`src/rtl/hazard_pkg.sv`:
```
// hazard_pkg: shared types and widths for the pipeline hazard controller.
// Optional perf counters are enabled with macro HAZARD_PERF_CNT_EN.
package hazard_pkg;

    localparam int REG_IDX_W = 5;
    localparam int CNT_W     = 32;

    typedef enum logic {
        ST_RUN      = 1'b0,
        ST_MEM_WAIT = 1'b1
    } hz_state_t;

    // True when a source register is actually read and matches a non-zero destination.
    function automatic logic f_src_hit(
        input logic                 used,
        input logic [REG_IDX_W-1:0] rs,
        input logic [REG_IDX_W-1:0] rd
    );
        return used && (rd != '0) && (rs == rd);
    endfunction

endpackage

```
`src/rtl/hazard_sat_counter.sv`:
```
// hazard_sat_counter: enable-gated event counter with async clear that
// sticks at all-ones instead of wrapping.
module hazard_sat_counter
    import hazard_pkg::*;
(
    input  logic             i_clk,
    input  logic             i_clr,
    input  logic             i_en,
    output logic [CNT_W-1:0] o_cnt
);

    logic [CNT_W-1:0] r_cnt;

    // Count enabled cycles, holding at full scale.
    always_ff @(posedge i_clk or posedge i_clr) begin
        if (i_clr) begin
            r_cnt <= '0;
        end else if (i_en && (r_cnt != {CNT_W{1'b1}})) begin
            r_cnt <= r_cnt + 1'b1;
        end
    end

    assign o_cnt = r_cnt;

endmodule

```
`src/rtl/hazard_ctrl.sv`:
```
// hazard_ctrl: stall/flush/redirect control for a 5-stage pipeline.
// Outputs are combinational from state and inputs (zero-cycle latency).
// Define HAZARD_PERF_CNT_EN to add load-use, mem-stall and flush counters.
//
// state       | meaning
// ST_RUN      | pipeline advancing normally
// ST_MEM_WAIT | previous cycle was held by a busy data memory
module hazard_ctrl
    import hazard_pkg::*;
(
    input  logic                 i_clk,
    input  logic                 i_rst,
    input  logic                 i_idex_mem_read,
    input  logic [REG_IDX_W-1:0] i_idex_rd,
    input  logic [REG_IDX_W-1:0] i_ifid_rs1,
    input  logic [REG_IDX_W-1:0] i_ifid_rs2,
    input  logic                 i_ifid_rs1_used,
    input  logic                 i_ifid_rs2_used,
    input  logic                 i_ex_mispredict,
    input  logic                 i_mem_busy,
    output logic                 o_pc_en,
    output logic                 o_ifid_en,
    output logic                 o_idex_en,
    output logic                 o_exmem_en,
    output logic                 o_ifid_flush,
    output logic                 o_idex_flush,
    output logic                 o_redirect
`ifdef HAZARD_PERF_CNT_EN
    ,
    output logic [CNT_W-1:0]     o_cnt_load_use,
    output logic [CNT_W-1:0]     o_cnt_mem_stall,
    output logic [CNT_W-1:0]     o_cnt_flush
`endif
);

    hz_state_t r_state;
    logic      r_redirect_pend;

    logic w_load_use;
    logic w_eff_mispredict;
    logic w_do_flush;
    logic w_do_bubble;

    assign w_load_use = i_idex_mem_read &&
                        (f_src_hit(i_ifid_rs1_used, i_ifid_rs1, i_idex_rd) ||
                         f_src_hit(i_ifid_rs2_used, i_ifid_rs2, i_idex_rd));

    // A mispredict seen during a memory hold is remembered until it can be applied.
    assign w_eff_mispredict = i_ex_mispredict || r_redirect_pend;

    assign w_do_flush  = !i_rst && !i_mem_busy && w_eff_mispredict;
    assign w_do_bubble = !i_rst && !i_mem_busy && !w_eff_mispredict && w_load_use;

    // Priority decode: reset > mem_busy > mispredict > load-use > normal.
    always_comb begin
        o_pc_en      = 1'b0;
        o_ifid_en    = 1'b0;
        o_idex_en    = 1'b0;
        o_exmem_en   = 1'b0;
        o_ifid_flush = 1'b0;
        o_idex_flush = 1'b0;
        o_redirect   = 1'b0;
        if (i_rst || i_mem_busy) begin
            // everything frozen
        end else if (w_eff_mispredict) begin
            // IF/ID is enabled so the flush actually loads the bubble
            o_pc_en      = 1'b1;
            o_ifid_en    = 1'b1;
            o_idex_en    = 1'b1;
            o_exmem_en   = 1'b1;
            o_ifid_flush = 1'b1;
            o_idex_flush = 1'b1;
            o_redirect   = 1'b1;
        end else if (w_load_use) begin
            o_idex_en    = 1'b1;
            o_exmem_en   = 1'b1;
            o_idex_flush = 1'b1;
        end else begin
            o_pc_en      = 1'b1;
            o_ifid_en    = 1'b1;
            o_idex_en    = 1'b1;
            o_exmem_en   = 1'b1;
        end
    end

    // State and pending-redirect update; a non-busy cycle always returns to RUN.
    always_ff @(posedge i_clk or posedge i_rst) begin
        if (i_rst) begin
            r_state         <= ST_RUN;
            r_redirect_pend <= 1'b0;
        end else begin
            r_redirect_pend <= i_mem_busy ? w_eff_mispredict : 1'b0;
            case (r_state)
                ST_RUN:      r_state <= i_mem_busy ? ST_MEM_WAIT : ST_RUN;
                ST_MEM_WAIT: r_state <= i_mem_busy ? ST_MEM_WAIT : ST_RUN;
                default:     r_state <= ST_RUN;
            endcase
        end
    end

`ifdef HAZARD_PERF_CNT_EN
    logic w_stall_ev;
    assign w_stall_ev = !i_rst && i_mem_busy;

    hazard_sat_counter u_cnt_load_use (
        .i_clk (i_clk),
        .i_clr (i_rst),
        .i_en  (w_do_bubble),
        .o_cnt (o_cnt_load_use)
    );

    hazard_sat_counter u_cnt_mem_stall (
        .i_clk (i_clk),
        .i_clr (i_rst),
        .i_en  (w_stall_ev),
        .o_cnt (o_cnt_mem_stall)
    );

    hazard_sat_counter u_cnt_flush (
        .i_clk (i_clk),
        .i_clr (i_rst),
        .i_en  (w_do_flush),
        .o_cnt (o_cnt_flush)
    );
`else
    logic w_unused;
    assign w_unused = w_do_flush ^ w_do_bubble;
`endif

endmodule

```
`config.mk`:
```
export PLATFORM = sky130hd
export DESIGN_NAME = hazard_ctrl
export DESIGN_NICKNAME = d
export VERILOG_FILES = /design/src/rtl/hazard_pkg.sv /design/src/rtl/hazard_sat_counter.sv /design/src/rtl/hazard_ctrl.sv
export SDC_FILE = /design/constraint.sdc
export NUM_CORES = 1
export LEC_CHECK = 0
export ABC_AREA = 0
export BUFFER_PORTS_ARGS = -buffer_cell sky130_fd_sc_hd__buf_2
export CAP_MARGIN = 10
export CORE_AREA = 4 4 41 43
export DETAILED_ROUTE_END_ITERATION = 8
export DIE_AREA = 0 0 45 47
export PLACE_DENSITY = 0.46
export REMOVE_ABC_BUFFERS = 1
export SYNTH_ARGS = -nofsm -noshare
export SYNTH_HDL_FRONTEND = slang
export SYNTH_SLANG_ARGS = --single-unit
```
`constraint.sdc`:
```
create_clock -name i_clk -period 4.4 [get_ports i_clk]
set_input_delay 0.66 -clock i_clk [delete_from_list [all_inputs] [get_ports i_clk]]
set_output_delay 0.66 -clock i_clk [all_outputs]
set_load 0.02 [all_outputs]
```
# Word level (Yosys, flattened, before mapping)
# Cells that the tools add are included.
# totals
reg_bits	1
elab_cells	22
mem_count	0
inputBits	22
mem_bits_ro	0
mem_bits_rw	0
latchBits	0
# op_classes
n_lt_le_gt_ge	0
eq_ne	2
bitwise	0
mul	0
muxes	10
add_sub_neg	0
n_shift	0
div	0
n_reduce_logical	9
# op_table
operator	n
equality test 5 bit	2
two-way mux 1 bit	10
logical AND 1 bit	5
nonzero test 5 bit	1
logical OR 1 bit	3

# Depth between registers and ports, before layout
# Gate-level depths: netlist of run 1.
# logic_depth
depth_word	8
ltp_mapped	5

# Worst setup path before layout of run 1
# OpenSTA, ideal clock, no wires.
# synth_timing
kind	input port to output port
from	input i_idex_rd[3]
to	output o_idex_flush
path_slack_ns	1.741
stages	4
arrival_ns	1.999
path_cell_list	xor2_1 nor4_2 a32oi_1 o41ai_1
# synth_between
elab_chain_cells	8
word_cells_on_any_way	12
classes_between	eq/ne (2); mux (3); reduce/logical (7)
# synth_rtl
element	line	rtl
start: declaration	hazard_ctrl.sv:14	input logic [REG_IDX_W-1:0] i_idex_rd,
nonzero test 5 bit	hazard_pkg.sv:19	return used && (rd != '0) && (rs == rd);
logical AND 1 bit (2 in a row)	hazard_pkg.sv:19	
logical OR 1 bit *	hazard_ctrl.sv:45	(f_src_hit(i_ifid_rs1_used, i_ifid_rs1, i_idex_rd) ||
logical AND 1 bit *	hazard_ctrl.sv:44	assign w_load_use = i_idex_mem_read &&
two-way mux 1 bit *	hazard_ctrl.sv:74	end else if (w_load_use) begin
two-way mux 1 bit *	hazard_ctrl.sv:65	end else if (w_eff_mispredict) begin
two-way mux 1 bit *	hazard_ctrl.sv:63	if (i_rst || i_mem_busy) begin
end: declaration	hazard_ctrl.sv:26	output logic o_idex_flush,
# Every way passes the cells marked *; elsewhere a longest branch is shown, timed or not.

# Worst setup path in the final report of run 1
# layout_timing
from	input i_idex_rd[3]
to	output o_ifid_en
# layout_between
elab_chain_cells	8
word_cells_on_any_way	12
classes_between	eq/ne (2); mux (3); reduce/logical (7)
# layout_rtl
element	line	rtl
nonzero test 5 bit	hazard_pkg.sv:19	
logical AND 1 bit (2 in a row)	hazard_pkg.sv:19	
logical OR 1 bit *	hazard_ctrl.sv:45	
logical AND 1 bit *	hazard_ctrl.sv:44	
two-way mux 1 bit *	hazard_ctrl.sv:74	
two-way mux 1 bit *	hazard_ctrl.sv:65	
two-way mux 1 bit *	hazard_ctrl.sv:63	
end: declaration	hazard_ctrl.sv:22	output logic o_ifid_en,
# Marks and branches as above.

==> flow_summary.json, run 1 <==
{
  "chipWidth_um": 45,
  "num_rows": 13,
  "setup_tns_ns": 0,
  "drc": 0,
  "postCtsSetupBuffers": 0,
  "hold_violations": 0,
  "max_freq_mhz": 387.6,
  "status": "finished clean",
  "place_area_sq_um": 364.1,
  "r2r-end": "r_redirect_pend",
  "finalHoldWorstSlack_ns": 0.5222,
  "num-nets-final": 77,
  "num-fill-cells": 159,
  "avgSynthCellArea_sq_um": 8.133,
  "via_per_inst": 4.221,
  "mostFrequentLayoutCell": "buf_2",
  "worst-path-max-fanout": 3,
  "num_antenna_cells": 0,
  "stdcell_area_sq_um": 364.1,
  "grt_pass1_vias": 307,
  "final_cell_mix": "28 x buf_2, 8 x xor2_1",
  "tightest_slew_ns": 0.2798,
  "ir_drop_uv": 34.67,
  "syn2layout_area_growth_pct": 59.89,
  "cp.required_ns": 3.74,
  "wl_um": 681,
  "postRouteAntennaNets": 0,
  "core_area_sq_mm": 0.001301,
  "dp.cells": 68,
  "rsz0062_at_grt": "false",
  "finalCriticalPeriod_ns": 2.580,
  "postCtsResizedCells": 0,
  "grt_pass1_wl_um": 1131,
  "drive_above_1_share_pct": 54.72,
  "p_clk_share_pct": 0,
  "grt.total_usage_pct": 6.703,
  "ios": 29,
  "finalNonFillerCells": 68,
  "leakage_nw": 0.1981,
  "cap_violations": 0,
  "seqPwrFrac_pct": 24.4,
  "rrSetupSlack_ns": 3.76,
  "dr.pass1.iters": 1,
  "vias": 287,
  "switching_share_pct": 40.43,
  "cellPowerDensity_mw_per_mm2": 117.6,
  "p_total_mw": 0.04283,
  "slew_headroom_pct": 81.10,
  "grt_max_degree": 5,
  "timing.rr.start": "r_redirect_pend",
  "antenna_found_initial": 0,
  "min_path_type": "input port to asynchronous set/reset pin",
  "wl_per_cell_um": 10.01,
  "pwr-share-comb_pct": 75.6,
  "place.gp.congestion": 0.6445,
  "yosysSeqAreaShare_pct": 10.99,
  "regMostFlops": "r_redirect_pend",
  "yosysUniqueCellTypes": 15,
  "hpwl_um": 672.4,
  "startpoint_type": "input port",
  "grt_overflow": 0,
  "syn_inst": 28,
  "drtIter0Drc": 0,
  "top_regs": "r_redirect_pend: 1 flops",
  "period_share_pct": 58.63,
  "largest_reg_flops": 1,
  "reg2reg_depth": 2,
  "cp.arrival_ns": 1.92,
  "p_sw_mw": 0.01732,
  "setup_viol": 0,
  "syn_area_sq_um": 227.7,
  "die_y_um": 47,
  "critical_path_class": "input port to output pin",
  "initial_core_util_pct": 17.50,
  "cts-hold-fix-buffers": 0,
  "clkSlewWorstSetupHoldPaths_ns": 0,
  "ys_seq_elements": 1,
  "skew_ns": 0,
  "worstSkewPairLatency_ns": 0,
  "p_int_mw": 0.02551,
  "ys_warn_count": 0,
  "numPortBuffers": 28,
  "endpoint_kind": "output pin",
  "die_area_sq_mm": 0.002115,
  "report.final.slew_viol_count": 0
}
==> layout make-up <==
type	instances	area, sq um	share of cell area [%]
Timing Repair Buffer	28	140.1	38.49
Multi-Input combinational cell	22	172.7	47.42
Inverter	2	7.507	2.062
Tap cell	15	18.77	5.155
Sequential cell	1	25.02	6.873
==> cells in the mapped netlist (all sizes together) <==
cell,n,area (sq um)
and2,1,6.260
a32oi,1,8.760
nor2b,1,6.260
o41a,1,11.26
o41ai,1,8.760
nor4,2,18.77
o21ai,2,10.01
or4,1,7.510
xor2,8,70.07
buf,3,22.52
nor2,2,7.510
xnor2,2,17.52
dfrtp,1,25.02
inv,2,7.510
==> worst max path at each step <==
stage	start	to	slack, ns	cells after the start
5_1_grt	i_idex_rd[3]	o_idex_flush	1.69	6
3_5_place_dp	i_idex_rd[3]	o_idex_flush	1.79	6
6_report	i_idex_rd[3]	o_ifid_en	1.82	6
4_1_cts	i_idex_rd[3]	o_idex_flush	1.79	6
3_3_place_gp	i_idex_rd[3]	o_ifid_en	1.82	6
2_1_floorplan	i_idex_rd[3]	o_idex_flush	1.74	4
==> through the flow <==
| stage | setup WS (ns) | util, % |
|---|---|---|
| final | 1.820 | 27.98 |
| after global placement | 1.816 | 27.98 |
| after CTS | 1.792 | 27.98 |
| after floorplan | 1.741 | - |
| after global routing | 1.687 | 27.98 |
| after detailed placement | 1.792 | 27.98 |
==> critical path, cell delays in order <==
cell	delay, ns
buf_2	0.12
xor2_1	0.16
nor4_2	0.26
a32oi_1	0.16
o41a_1	0.40
buf_2	0.17
==> power by group through the flow <==
stage | combinational, mW | clock (mW) | sequential (mW)
floorplan | 0.0160 | 0 | 0.0103
global placement | 0.0329 | 0 | 0.0105
detailed placement | 0.0330 | 0 | 0.0105
CTS | 0.0330 | 0 | 0.0105
global route | 0.0358 | 0 | 0.0106
finish | 0.0324 | 0 | 0.0104
==> logic make-up (layout without fill, tap and decap cells) <==
| family | Yosys count | in the layout | share of synthesized area (%) |
|---|---|---|---|
| xor+xnor | 10 | 10 | 38.46 |
| simple gates | 7 | 7 | 20.34 |
| compound gates | 5 | 5 | 17.03 |
| buf+inv | 5 | 30 | 13.19 |
| flops | 1 | 1 | 10.99 |
==> routing by layer <==
metal  track usage, %  routed length (um)
met1            9.502                 307
met2            12.15                 290
met3                0                  84
met4                0                   0
met5                0                   0
Note: power is estimated with default switching activity, not from simulation.
==> run 2: changes to the inputs <==
==> constraint.sdc (replaced) <==
create_clock -name i_clk -period 2.4 [get_ports i_clk]
set_input_delay 0.36 -clock i_clk [delete_from_list [all_inputs] [get_ports i_clk]]
set_output_delay 0.36 -clock i_clk [all_outputs]
set_load 0.02 [all_outputs]
==> run 2 against run 1 <==
  * Sequential share of layout area did not move
  * Die area did not move
  * Critical path depth did not move
  * Wire length fell by 0.44%
  * Via count rose by 0.35%
  * Cell area did not move
==> flow_summary.json, run 2 (synthesis results as in run 1) <==
{
  "status": "finished clean",
  "num-fill-cells": 161,
  "chipWidth_um": 45,
  "setup_tns_ns": 0,
  "grt_pass1_vias": 302,
  "grt.busiest_layer": "met2",
  "cts-hold-fix-buffers": 0,
  "period_share_pct": 82.46,
  "grt_overflow": 0,
  "place_area_sq_um": 364.1,
  "cellPowerDensity_mw_per_mm2": 215.8,
  "cp.required_ns": 2.04,
  "startpoint_type": "input port",
  "endpoint_kind": "output pin",
  "die_y_um": 47,
  "leakage_nw": 0.1981,
  "hold_violations": 0,
  "postCtsResizedCells": 0,
  "final_cell_mix": "28 x buf_2, 8 x xor2_1",
  "wl_per_cell_um": 9.971,
  "p_int_mw": 0.04678,
  "postCtsSetupBuffers": 0,
  "gr-usage-met2_pct": 12.15,
  "num-nets-final": 77,
  "finalCriticalPeriod_ns": 1.979,
  "top_regs": "r_redirect_pend: 1 flops",
  "drc": 0,
  "tightest_slew_ns": 0.2915,
  "seqPwrFrac_pct": 24.4,
  "grt_pass1_wl_um": 1110,
  "setup_viol": 0,
  "report.final.slew_viol_count": 0,
  "ir_drop_uv": 62.31,
  "p_total_mw": 0.07857,
  "grt_max_degree": 5,
  "initial_core_util_pct": 17.50,
  "postRouteAntennaNets": 0,
  "grt.met1_usage_pct": 8.597,
  "p_clk_share_pct": 0,
  "pre_cts_slack_ns": 0.3867,
  "num_antenna_cells": 0,
  "pwr-share-comb_pct": 75.6,
  "dr.pass1.iters": 2,
  "critical_path_class": "input port to output pin",
  "drive_above_1_share_pct": 54.72,
  "antenna_found_initial": 0,
  "worst-path-max-fanout": 3,
  "max_freq_mhz": 505.3,
  "p_sw_mw": 0.03179,
  "min_path_type": "input port to asynchronous set/reset pin",
  "fin_ws_ns": 0.4210,
  "worstSkewPairLatency_ns": 0,
  "grt.total_usage_pct": 6.625,
  "place.gp.congestion": 0.6443,
  "vias": 288,
  "grtUsageMet3_pct": 1.149,
  "numPortBuffers": 28,
  "critPathMostFrequentCell": "buf_2",
  "finalHoldWorstSlack_ns": 0.2200,
  "clkSlewWorstSetupHoldPaths_ns": 0,
  "die_area_sq_mm": 0.002115,
  "ios": 29,
  "final_util_pct": 27.98,
  "finalNonFillerCells": 68,
  "via_per_inst": 4.235,
  "drtIter0Drc": 2,
  "crit_chain": "buf_2 -> xor2_1 -> nor4_2 -> a32oi_1 -> o41a_1 -> buf_2",
  "rsz0062_at_grt": "false",
  "largest_reg_flops": 1,
  "critPathMaxStageDelay_ns": 0.40,
  "cap_violations": 0,
  "mostFrequentLayoutCell": "buf_2",
  "skew_ns": 0,
  "switching_share_pct": 40.46,
  "core_area_sq_mm": 0.001301,
  "regMostFlops": "r_redirect_pend",
  "crit_slowest_cell": "o41a_1",
  "hpwl_um": 667.3,
  "wl_um": 678,
  "stdcell_area_sq_um": 364.1,
  "syn2layout_area_growth_pct": 59.89,
  "cp.arrival_ns": 1.62,
  "num_rows": 13,
  "dp.cells": 68,
  "slew_headroom_pct": 80.36
}
## run 2: area by class of cell
cell class / count / area (sq um) / area share (%)
Multi-Input combinational cell: 22 / 172.7 / 47.42
Timing Repair Buffer: 28 / 140.1 / 38.49
Sequential cell: 1 / 25.02 / 6.873
Tap cell: 15 / 18.77 / 5.155
Inverter: 2 / 7.507 / 2.062
## run 2: path summary, 6_finish.rpt
| check | start | to | slack [ns] | cells after the start |
|---|---|---|---|---|
| min in group i_clk | r_redirect_pend | r_redirect_pend | 0.55 | 2 |
| max in group asynchronous | i_rst | r_redirect_pend | 2.09 | 2 |
| hold / removal | i_rst | r_redirect_pend | 0.22 | 2 |
| setup reg to reg | r_redirect_pend | r_redirect_pend | 1.75 | 2 |
| hold reg to reg | r_redirect_pend | r_redirect_pend | 0.55 | 2 |
| setup / recovery | i_idex_rd[3] | o_ifid_en | 0.42 | 6 |
## run 2: power groups by stage
| stage | Clock, mW | Sequential [mW] | Combinational, mW |
|---|---|---|---|
| after detailed placement | 0 | 0.0192 | 0.0605 |
| after global placement | 0 | 0.0192 | 0.0604 |
| after CTS | 0 | 0.0192 | 0.0605 |
| after floorplan | 0 | 0.0189 | 0.0293 |
| after global routing | 0 | 0.0193 | 0.0658 |
| final | 0 | 0.0192 | 0.0594 |
## run 2: critical path, delay by kind of cell
family                    cells  cell delay (ns)
and+or+nand+nor               1             0.26
AOI/OAI and AO/OA             2             0.56
buffers and inverters         2             0.29
xor gates and xnor gates      1             0.16
## run 2: per-layer routing
layer  share of wire (%)  vias up
met3                  17        0
met4                   0        0
met5                   0        -
met2                  43       24
li1                    -      146
met1                  40      118
==> run 3: changes to the inputs <==
--- a/config.mk
+++ b/config.mk
@@ -11,7 +11,7 @@
 export CORE_AREA = 4 4 41 43
 export DETAILED_ROUTE_END_ITERATION = 8
 export DIE_AREA = 0 0 45 47
-export PLACE_DENSITY = 0.46
+export PLACE_DENSITY = 0.48
 export REMOVE_ABC_BUFFERS = 1
 export SYNTH_ARGS = -nofsm -noshare
 export SYNTH_HDL_FRONTEND = slang
==> constraint.sdc (replaced) <==
create_clock -name i_clk -period 1.7 [get_ports i_clk]
set_input_delay 0.255 -clock i_clk [delete_from_list [all_inputs] [get_ports i_clk]]
set_output_delay 0.255 -clock i_clk [all_outputs]
set_load 0.02 [all_outputs]
==> run 3 against run 2 <==
  * The run now ends with setup timing left
  * Cell count is 1.5% higher
  * Critical path depth stayed put
  * Via count is 3.8% higher
  * Sequential power is 41% higher
  * Register-to-register slack worse by 0.70 ns
  * Power is 53% higher
  * Setup slack worse by 0.49 ns
  * Sequential share of layout area is 0.66 points lower
  * Utilization is 3.0 points higher
==> flow_summary.json, run 3 (synthesis results as in run 1) <==
{
  "finalCriticalPeriod_ns": 1.764,
  "numPortBuffers": 28,
  "wl_um": 679,
  "dr.pass1.iters": 2,
  "grt_pass1_vias": 280,
  "clkSlewWorstSetupHoldPaths_ns": 0,
  "core_area_sq_mm": 0.001301,
  "rsz0062_at_grt": "true",
  "hold_violations": 0,
  "endpoint_kind": "output pin",
  "place_area_sq_um": 371.6,
  "drive_above_1_share_pct": 55.56,
  "ir_drop_uv": 83.06,
  "mostFrequentLayoutCell": "buf_2",
  "final_cell_mix": "23 x buf_2, 8 x xor2_1, 5 x buf_6",
  "timing.rr.start": "r_redirect_pend",
  "syn2layout_area_growth_pct": 76.92,
  "critical_path_class": "input port to output pin",
  "cap_violations": 0,
  "ios": 29,
  "rrSetupSlack_ns": 1.05,
  "antenna_found_initial": 0,
  "chipWidth_um": 45,
  "cts-hold-fix-buffers": 0,
  "slew_headroom_pct": 81.82,
  "r2r-end": "r_redirect_pend",
  "leakage_nw": 0.2126,
  "regMostFlops": "r_redirect_pend",
  "num_rows": 13,
  "finalNonFillerCells": 69,
  "reg2reg_depth": 2,
  "top_regs": "r_redirect_pend: 1 flops",
  "die_area_sq_mm": 0.002115,
  "status": "complete, but fails checks",
  "via_per_inst": 4.333,
  "final_util_pct": 30.96,
  "grt_max_degree": 5,
  "cp.arrival_ns": 1.51,
  "wl_per_cell_um": 9.841,
  "worst-path-max-fanout": 2,
  "grt_pass1_wl_um": 993,
  "tightest_slew_ns": 0.2693,
  "num-fill-cells": 145,
  "drtIter0Drc": 1,
  "max_freq_mhz": 566.8,
  "stdcell_area_sq_um": 402.9,
  "place.gp.congestion": 0.7320,
  "cellPowerDensity_mw_per_mm2": 298.7,
  "worstSkewPairLatency_ns": 0,
  "setup_viol": 3,
  "largest_reg_flops": 1,
  "dp.cells": 69,
  "startpoint_type": "input port",
  "drc": 0,
  "grt.total_usage_pct": 5.989,
  "p_total_mw": 0.1203,
  "initial_core_util_pct": 17.50,
  "die_y_um": 47,
  "postRouteAntennaNets": 0,
  "vias": 299,
  "setup_tns_ns": -0.1181,
  "num_antenna_cells": 0,
  "grt_overflow": 0,
  "report.final.slew_viol_count": 0,
  "pre_cts_slack_ns": -0.08032,
  "violations": "setup timing",
  "fin_ws_ns": -0.06441,
  "finalHoldWorstSlack_ns": 0.1168,
  "num-nets-final": 78,
  "min_path_type": "input port to asynchronous set/reset pin",
  "period_share_pct": 103.8,
  "skew_ns": 0,
  "cp.required_ns": 1.44,
  "hpwl_um": 631
}
## run 3: report_power, final
group / internal (mW) / switching, mW
Combinational: 0.0488 / 0.0445
Clock: 0 / 0
Sequential: 0.0259 / 0.00117
Total: 0.0747 / 0.0456
## run 3: cell type report
type	count	area [sq um]	area share, %
timing repair buffer	29	178.9	44.41
multi-input combinational	22	172.7	42.86
tap	15	18.77	4.658
inverter	2	7.507	1.863
sequential	1	25.02	6.211
## run 3: timing repair
item	in CTS	in global routing
endpoints found under the setup margin	3	3
resized for setup	8	0
setup buffers	0	0
pin swaps	3	0
## run 3: worst max path at each step
stage,startpoint,end,slack (ns),cells after the start
global placement,i_idex_rd[3],o_pc_en,-0.11,6
CTS,i_ifid_rs2[3],o_pc_en,-0.07,6
finish,i_ifid_rs2[3],o_pc_en,-0.06,6
global route,i_ifid_rs2[3],o_pc_en,-0.16,6
detailed placement,i_idex_rd[3],o_pc_en,-0.08,6
floorplan,i_idex_rd[3],o_idex_flush,-0.15,4
## run 3: metal layers
| metal | share of wire (%) | track usage (%) | wire (um) |
|---|---|---|---|
| met1 | 38 | 6.772 | 256 |
| met2 | 42 | 12.43 | 288 |
| met3 | 20 | 0.7663 | 134 |
| met4 | 0 | 0 | 0 |
| met5 | 0 | 0 | 0 |
## run 3: worst max-delay path, cell delays in order
cell and delay, ns:
buf_6 0.09, xor2_1 0.16, nor4_2 0.26, a32oi_1 0.15, o41a_1 0.42, buf_2 0.18
